File: src/rtl/detector_uart_rx.sv
// detector_uart_rx: 8N1 UART receiver for a simulated obstacle-detector link.
// The rx line is synchronized, framed by a five-state FSM (IDLE, START, DATA,
// STOP, BREAK) and every correctly framed byte is presented on data with a
// one-cycle data_valid pulse. A byte whose upper nibble is 4'b1010 is a
// detector frame, and its lower nibble loads the four obstacle flags.
// A bad stop bit gives a one-cycle frame_err pulse. The receiver then waits
// in BREAK until the line returns high.
// Optional feature: define DETECTOR_TIMEOUT_EN to build the link-loss watchdog.
// When it is left undefined, link_lost is tied to 0.
// Handshake: data_valid is a strobe with no ready. data, data_valid and the
// detector flags change on the same clock edge, and no back-pressure exists.
// fsm_state exposes the FSM encoding for observation.
module detector_uart_rx #(
    parameter int CLK_FREQ       = 100000000,
    parameter int BAUD           = 9600,
    parameter int TIMEOUT_CYCLES = 50000000
) (
    input  logic       sys_clk,
    input  logic       rst,
    input  logic       rx,
    output logic [7:0] data,
    output logic       data_valid,
    output logic       frame_err,
    output logic       front_detector,
    output logic       back_detector,
    output logic       left_detector,
    output logic       right_detector,
    output logic       link_lost,
    output logic [2:0] fsm_state
);

    localparam int BIT_CYCLES = (CLK_FREQ + BAUD / 2) / BAUD;
    localparam int HALF       = BIT_CYCLES / 2;
    localparam int CW         = $clog2(BIT_CYCLES + 1);
    localparam logic [CW-1:0] HALF_LAST = CW'(HALF - 1);
    localparam logic [CW-1:0] BIT_LAST  = CW'(BIT_CYCLES - 1);

    typedef enum logic [2:0] {
        IDLE  = 3'd0,
        START = 3'd1,
        DATA  = 3'd2,
        STOP  = 3'd3,
        BREAK = 3'd4
    } state_t;

    state_t        state, state_next;
    logic          rx_meta, rx_s;
    logic [CW-1:0] cnt;
    logic [2:0]    bit_idx;
    logic [7:0]    shift;
    logic [3:0]    det;
    logic          cnt_clr, take_bit, frame_ok, frame_bad, det_frame;

    assign fsm_state      = state;
    assign front_detector = det[0];
    assign back_detector  = det[1];
    assign left_detector  = det[2];
    assign right_detector = det[3];

    // A detector frame is a good stop bit on a byte tagged 4'b1010.
    assign det_frame = frame_ok && (shift[7:4] == 4'b1010);

    // Two-flop synchronizer; reset to the idle-high line level.
    always_ff @(posedge sys_clk or posedge rst) begin
        if (rst) begin
            rx_meta <= 1'b1;
            rx_s    <= 1'b1;
        end else begin
            rx_meta <= rx;
            rx_s    <= rx_meta;
        end
    end

    // FSM state register.
    always_ff @(posedge sys_clk or posedge rst) begin
        if (rst) state <= IDLE;
        else     state <= state_next;
    end

    // Next-state logic and per-cycle sampling strobes.
    always_comb begin
        state_next = state;
        cnt_clr    = 1'b0;
        take_bit   = 1'b0;
        frame_ok   = 1'b0;
        frame_bad  = 1'b0;
        case (state)
            IDLE: begin
                if (!rx_s) begin
                    state_next = START;
                    cnt_clr    = 1'b1;
                end
            end
            START: begin
                // Mid-start-bit check: a high line here is a glitch.
                if (cnt == HALF_LAST) begin
                    cnt_clr    = 1'b1;
                    state_next = rx_s ? IDLE : DATA;
                end
            end
            DATA: begin
                if (cnt == BIT_LAST) begin
                    cnt_clr  = 1'b1;
                    take_bit = 1'b1;
                    if (bit_idx == 3'd7) state_next = STOP;
                end
            end
            STOP: begin
                if (cnt == BIT_LAST) begin
                    cnt_clr = 1'b1;
                    if (rx_s) begin
                        frame_ok   = 1'b1;
                        state_next = IDLE;
                    end else begin
                        frame_bad  = 1'b1;
                        state_next = BREAK;
                    end
                end
            end
            BREAK: begin
                // Hold off start detection until the line is released.
                if (rx_s) state_next = IDLE;
            end
            default: state_next = IDLE;
        endcase
    end

    // Bit timer, bit index and LSB-first shift register.
    always_ff @(posedge sys_clk or posedge rst) begin
        if (rst) begin
            cnt     <= '0;
            bit_idx <= 3'd0;
            shift   <= 8'h00;
        end else begin
            if (cnt_clr)
                cnt <= '0;
            else if (state == START || state == DATA || state == STOP)
                cnt <= cnt + 1'b1;
            else
                cnt <= '0;

            if (state == START)
                bit_idx <= 3'd0;
            else if (take_bit)
                bit_idx <= bit_idx + 3'd1;

            if (take_bit)
                shift <= {rx_s, shift[7:1]};
        end
    end

    // Output registers: byte, strobes, detector flags and optional watchdog.
`ifdef DETECTOR_TIMEOUT_EN
    localparam int WW = $clog2(TIMEOUT_CYCLES + 1);
    localparam logic [WW-1:0] WD_LAST = WW'(TIMEOUT_CYCLES - 1);
    localparam logic [WW-1:0] WD_FULL = WW'(TIMEOUT_CYCLES);
    logic [WW-1:0] wd_cnt;
`endif

    always_ff @(posedge sys_clk or posedge rst) begin
        if (rst) begin
            data       <= 8'h00;
            data_valid <= 1'b0;
            frame_err  <= 1'b0;
            det        <= 4'h0;
            link_lost  <= 1'b0;
`ifdef DETECTOR_TIMEOUT_EN
            wd_cnt     <= '0;
`endif
        end else begin
            data_valid <= frame_ok;
            frame_err  <= frame_bad;
            if (frame_ok) data <= shift;
`ifdef DETECTOR_TIMEOUT_EN
            if (det_frame) begin
                det       <= shift[3:0];
                wd_cnt    <= '0;
                link_lost <= 1'b0;
            end else if (wd_cnt == WD_LAST) begin
                // Silence for the whole window: assume obstacles everywhere.
                wd_cnt    <= WD_FULL;
                link_lost <= 1'b1;
                det       <= 4'hF;
            end else if (wd_cnt != WD_FULL) begin
                wd_cnt <= wd_cnt + 1'b1;
            end
`else
            link_lost <= 1'b0;
            if (det_frame) det <= shift[3:0];
`endif
        end
    end

endmodule
File: config.mk
export PLATFORM = sky130hd
export DESIGN_NAME = detector_uart_rx
export DESIGN_NICKNAME = d
export VERILOG_FILES = /design/src/rtl/detector_uart_rx.sv
export SDC_FILE = /design/constraint.sdc
export NUM_CORES = 1
export LEC_CHECK = 0
export CORE_UTILIZATION = 35
export DETAILED_ROUTE_END_ITERATION = 12
export GPL_TIMING_DRIVEN = 0
export PLACE_DENSITY_LB_ADDON = 0.15
export REMOVE_ABC_BUFFERS = 1
export SLEW_MARGIN = 10
export SYNTH_ARGS = -nofsm -noshare
export SYNTH_HDL_FRONTEND = slang
export SYNTH_SLANG_ARGS = --single-unit
File: constraint.sdc
create_clock -name sys_clk -period 2.2 [get_ports sys_clk]
set_clock_uncertainty 0.05 [all_clocks]
set_input_delay 0.66 -clock sys_clk [delete_from_list [all_inputs] [get_ports sys_clk]]
set_output_delay 0.66 -clock sys_clk [all_outputs]
set_load 0.02 [all_outputs]
==> run metrics <==
overall power after layout=1460 uW; global route total overflow=0; Largest stage delay, worst path=0.65 ns; RSZ-0062 raised after global routing=false; number of flops mapped to enable cells by yosys=0; sequential standard cell area=1100 um2; Fin Hold WS=0.318 ns; Post-Synth XOR/XNOR Area=0.0524; category of the critical setup timing path=flip-flop to output port; relative contribution of combinational cells to total power=0.017; via count of the first global-routing pass=1313; proportion of layout cells with a drive suffix above 1=0.222; CP endpoint kind=output port; post-CTS setup repair buffer count=0; setup ws final=0.0656 ns; count of clock tree sinks=44; largest driver fanout on the critical path=8; part of the total power dissipated in the clock network=0.426; result of the run=finished, final reports clean; Max-slew headroom=0.533; FF+latch count, synth=44; die width=77.7 um; maximum number of pins on one net before global-route repair=33; startpoint type of the worst setup path=flip-flop; commonest cells after routing, fill and taps aside=dfrtp_1, mux2_2, clkdlybuf4s50_1, nor2_1, xnor2_1; final RePlAce weighted congestion=0.823; slew at the pin closest to its max-slew limit=0.695 ns; largest vdd supply drop=0.000349 V; routed wire length=3600 um; number of max-cap violations=0; Port Buffers=19; basic-gate share of the synthesized area counting and, or, nand and nor cells=0.202; count of mapped cells out of synthesis=165; vias per std cell=5.01; clk_lat worst skew=0.29 ns; Initial DRT Pass Iterations=4; layout net count=195; DP HPWL=2590 um; Post-Syn Area=2010 um2; sequential group share of total power=0.558; drt wl/cell=13.8 um; standby leakage power=0.00105 uW; switch share=0.204; remaining number of nets flagged by the antenna check after routing=0; first-pass GRT wire length=6270 um; number of diodes=0; number of distinct standard cells referenced by the synthesized netlist=37; Internal Power=1160 uW; synth warn=0; switching component of the power=298 uW; flip-flop cell with the highest count after synthesis=dfrtp_1; initial cell density of the core=0.364; number of levels the H-tree was split into=2; period utilization=0.970; Hold Crit Class=flip-flop to flip-flop; number of resized instances in the post-cts repair step=2; global router's overall resource usage=0.134; Multi-input gate area=863 um2; count of unresolved DRC violations after routing=0; CTS Hold Bufs=0; Setup-failing EPs final=0; DIE HEIGHT=77.7 um; most common cell after layout, fill and taps aside=dfrtp_1; part of the Yosys area used for sequential elements=0.550; CP max stage cell=clkdlybuf4s50_1; final count of pins violating max slew=0; Setup Slack @ Placement=-0.0541 ns; clock tree from TritonCTS=yes; Hold Violations, Final=0; cell-by-cell listing of the critical path=clkdlybuf4s50_1; area added between synthesis and finish=19.9%; number of top-level pins=21; clock slew at reported path FFs=0.09 ns; fillers=510; clock tree buffer depth=2; post-synthesis compound-gate area fraction=0.0274; largest family of logic cells by synthesized area=simple AND/OR/NAND/NOR gates; clock period minus worst slack=2.13 ns; WP data required=1.49 ns; number of cell rows=27; fraction of registers with async set or reset after synthesis=1.00; Data arrival, critical path=1.42 ns; portion of netlist area occupied by mux cells=0.118; synthesized area per cell=12.2 um2; Buffers & Inverters on Critical Path=1; area of the die=6040 um2; antenna violations before repair=0; power density over the cells=606 nW/um2; CTS Root Buffer Type=clkbuf_8; adder-cell share of the synthesized area=0.0250; kind of cell with the highest combined delay on the critical path=buffers and inverters; total vias in the final route=1308; area of the core=5510 um2; highest clock frequency the design can meet=469 MHz; number of DRC violations after detailed-routing iteration 0=58; number of buffers added by the clock tree synthesis step=5
-- power groups by stage --
| stage | logic, uW | clock network, uW | registers, uW |
|---|---|---|---|
| detailed placement | 26.5 | 0 | 829 |
| global route | 28.9 | 672 | 814 |
| floorplan | 13.3 | 0 | 829 |
| finish | 24.6 | 621 | 813 |
| CTS | 26.6 | 641 | 813 |
| global placement | 20.6 | 0 | 829 |
-- metal layers --
layer	global-route usage	vias to the layer above	routed length, um
met2	0.219	19	1810
met5	0	-	0
met4	0.0547	0	50
met1	0.172	663	1650
li1	-	620	-
met3	0.0306	6	91
-- Yosys cell counts, drive strengths merged (2+ instances only) --
| master | instances | area (um2) |
|---|---|---|
| inv | 6 | 22.5 |
| nor4 | 4 | 25.0 |
| mux2 | 21 | 236 |
| nand4 | 5 | 46.3 |
| nor3 | 8 | 51.3 |
| nand2 | 7 | 26.3 |
| xnor2 | 10 | 87.6 |
| nand3 | 9 | 57.6 |
| ha | 4 | 50.1 |
| dfrtp | 42 | 1050 |
| buf | 3 | 20.0 |
| xor2 | 2 | 17.5 |
| nor2 | 17 | 71.3 |
| o21ai | 3 | 15.0 |
| dfstp | 2 | 52.6 |
| and2 | 2 | 12.5 |
| a21oi | 5 | 25.0 |
| nor2b | 3 | 18.8 |
| nor3b | 2 | 20.0 |
-- final timing paths --
path,startpoint,end,slack (ns),cells after the start
max in group asynchronous,rst,rx_s,1.01,3
min in group asynchronous,rst,data[5],0.56,2
worst min-delay path,rx_meta,rx_s,0.32,0
worst max-delay path,fsm_state[2],fsm_state[2],0.07,1
worst max register to register,cnt[8],det[2],0.22,4
worst min register to register,rx_meta,rx_s,0.32,0
-- layout make-up --
| cell class | instances | share of cell area |
|---|---|---|
| Inverter | 6 | 0.00937 |
| Clock buffer | 5 | 0.0286 |
| Tap cell | 72 | 0.0375 |
| Clock inverter | 3 | 0.0193 |
| Sequential cell | 44 | 0.459 |
| Multi-Input combinational cell | 111 | 0.359 |
| Timing Repair Buffer | 20 | 0.0874 |
-- cell families after synthesis --
family / after synthesis
AND/OR/NAND/NOR: 63
XOR/XNOR: 12
flip-flops: 44
adder cells (fa/ha/maj): 4
buffers and inverters: 10
other: 1
multiplexers: 21
AO/OA/AOI/OAI: 10
-- state kept, by name, indices dropped and copies added, names as in the netlist, 3 cells and up --
register,flops
bit_idx,3
det,4
shift,8
data,8
cnt,14
fsm_state,3
-- through the flow --
| step | instances | cell area [um2] | TNS (ns) | utilization |
|---|---|---|---|---|
| 4_1_cts | 261 | 2400 | 0 | 0.437 |
| 5_1_grt | 261 | 2400 | 0 | 0.437 |
| 3_3_place_gp | 252 | 2260 | -15.34 | 0.411 |
| 6_report | 261 | 2400 | 0 | 0.437 |
| 2_1_floorplan | 161 | 1980 | 0 | - |
| 3_5_place_dp | 253 | 2280 | -0.403 | 0.414 |
(Power assumes the default switching activity.)
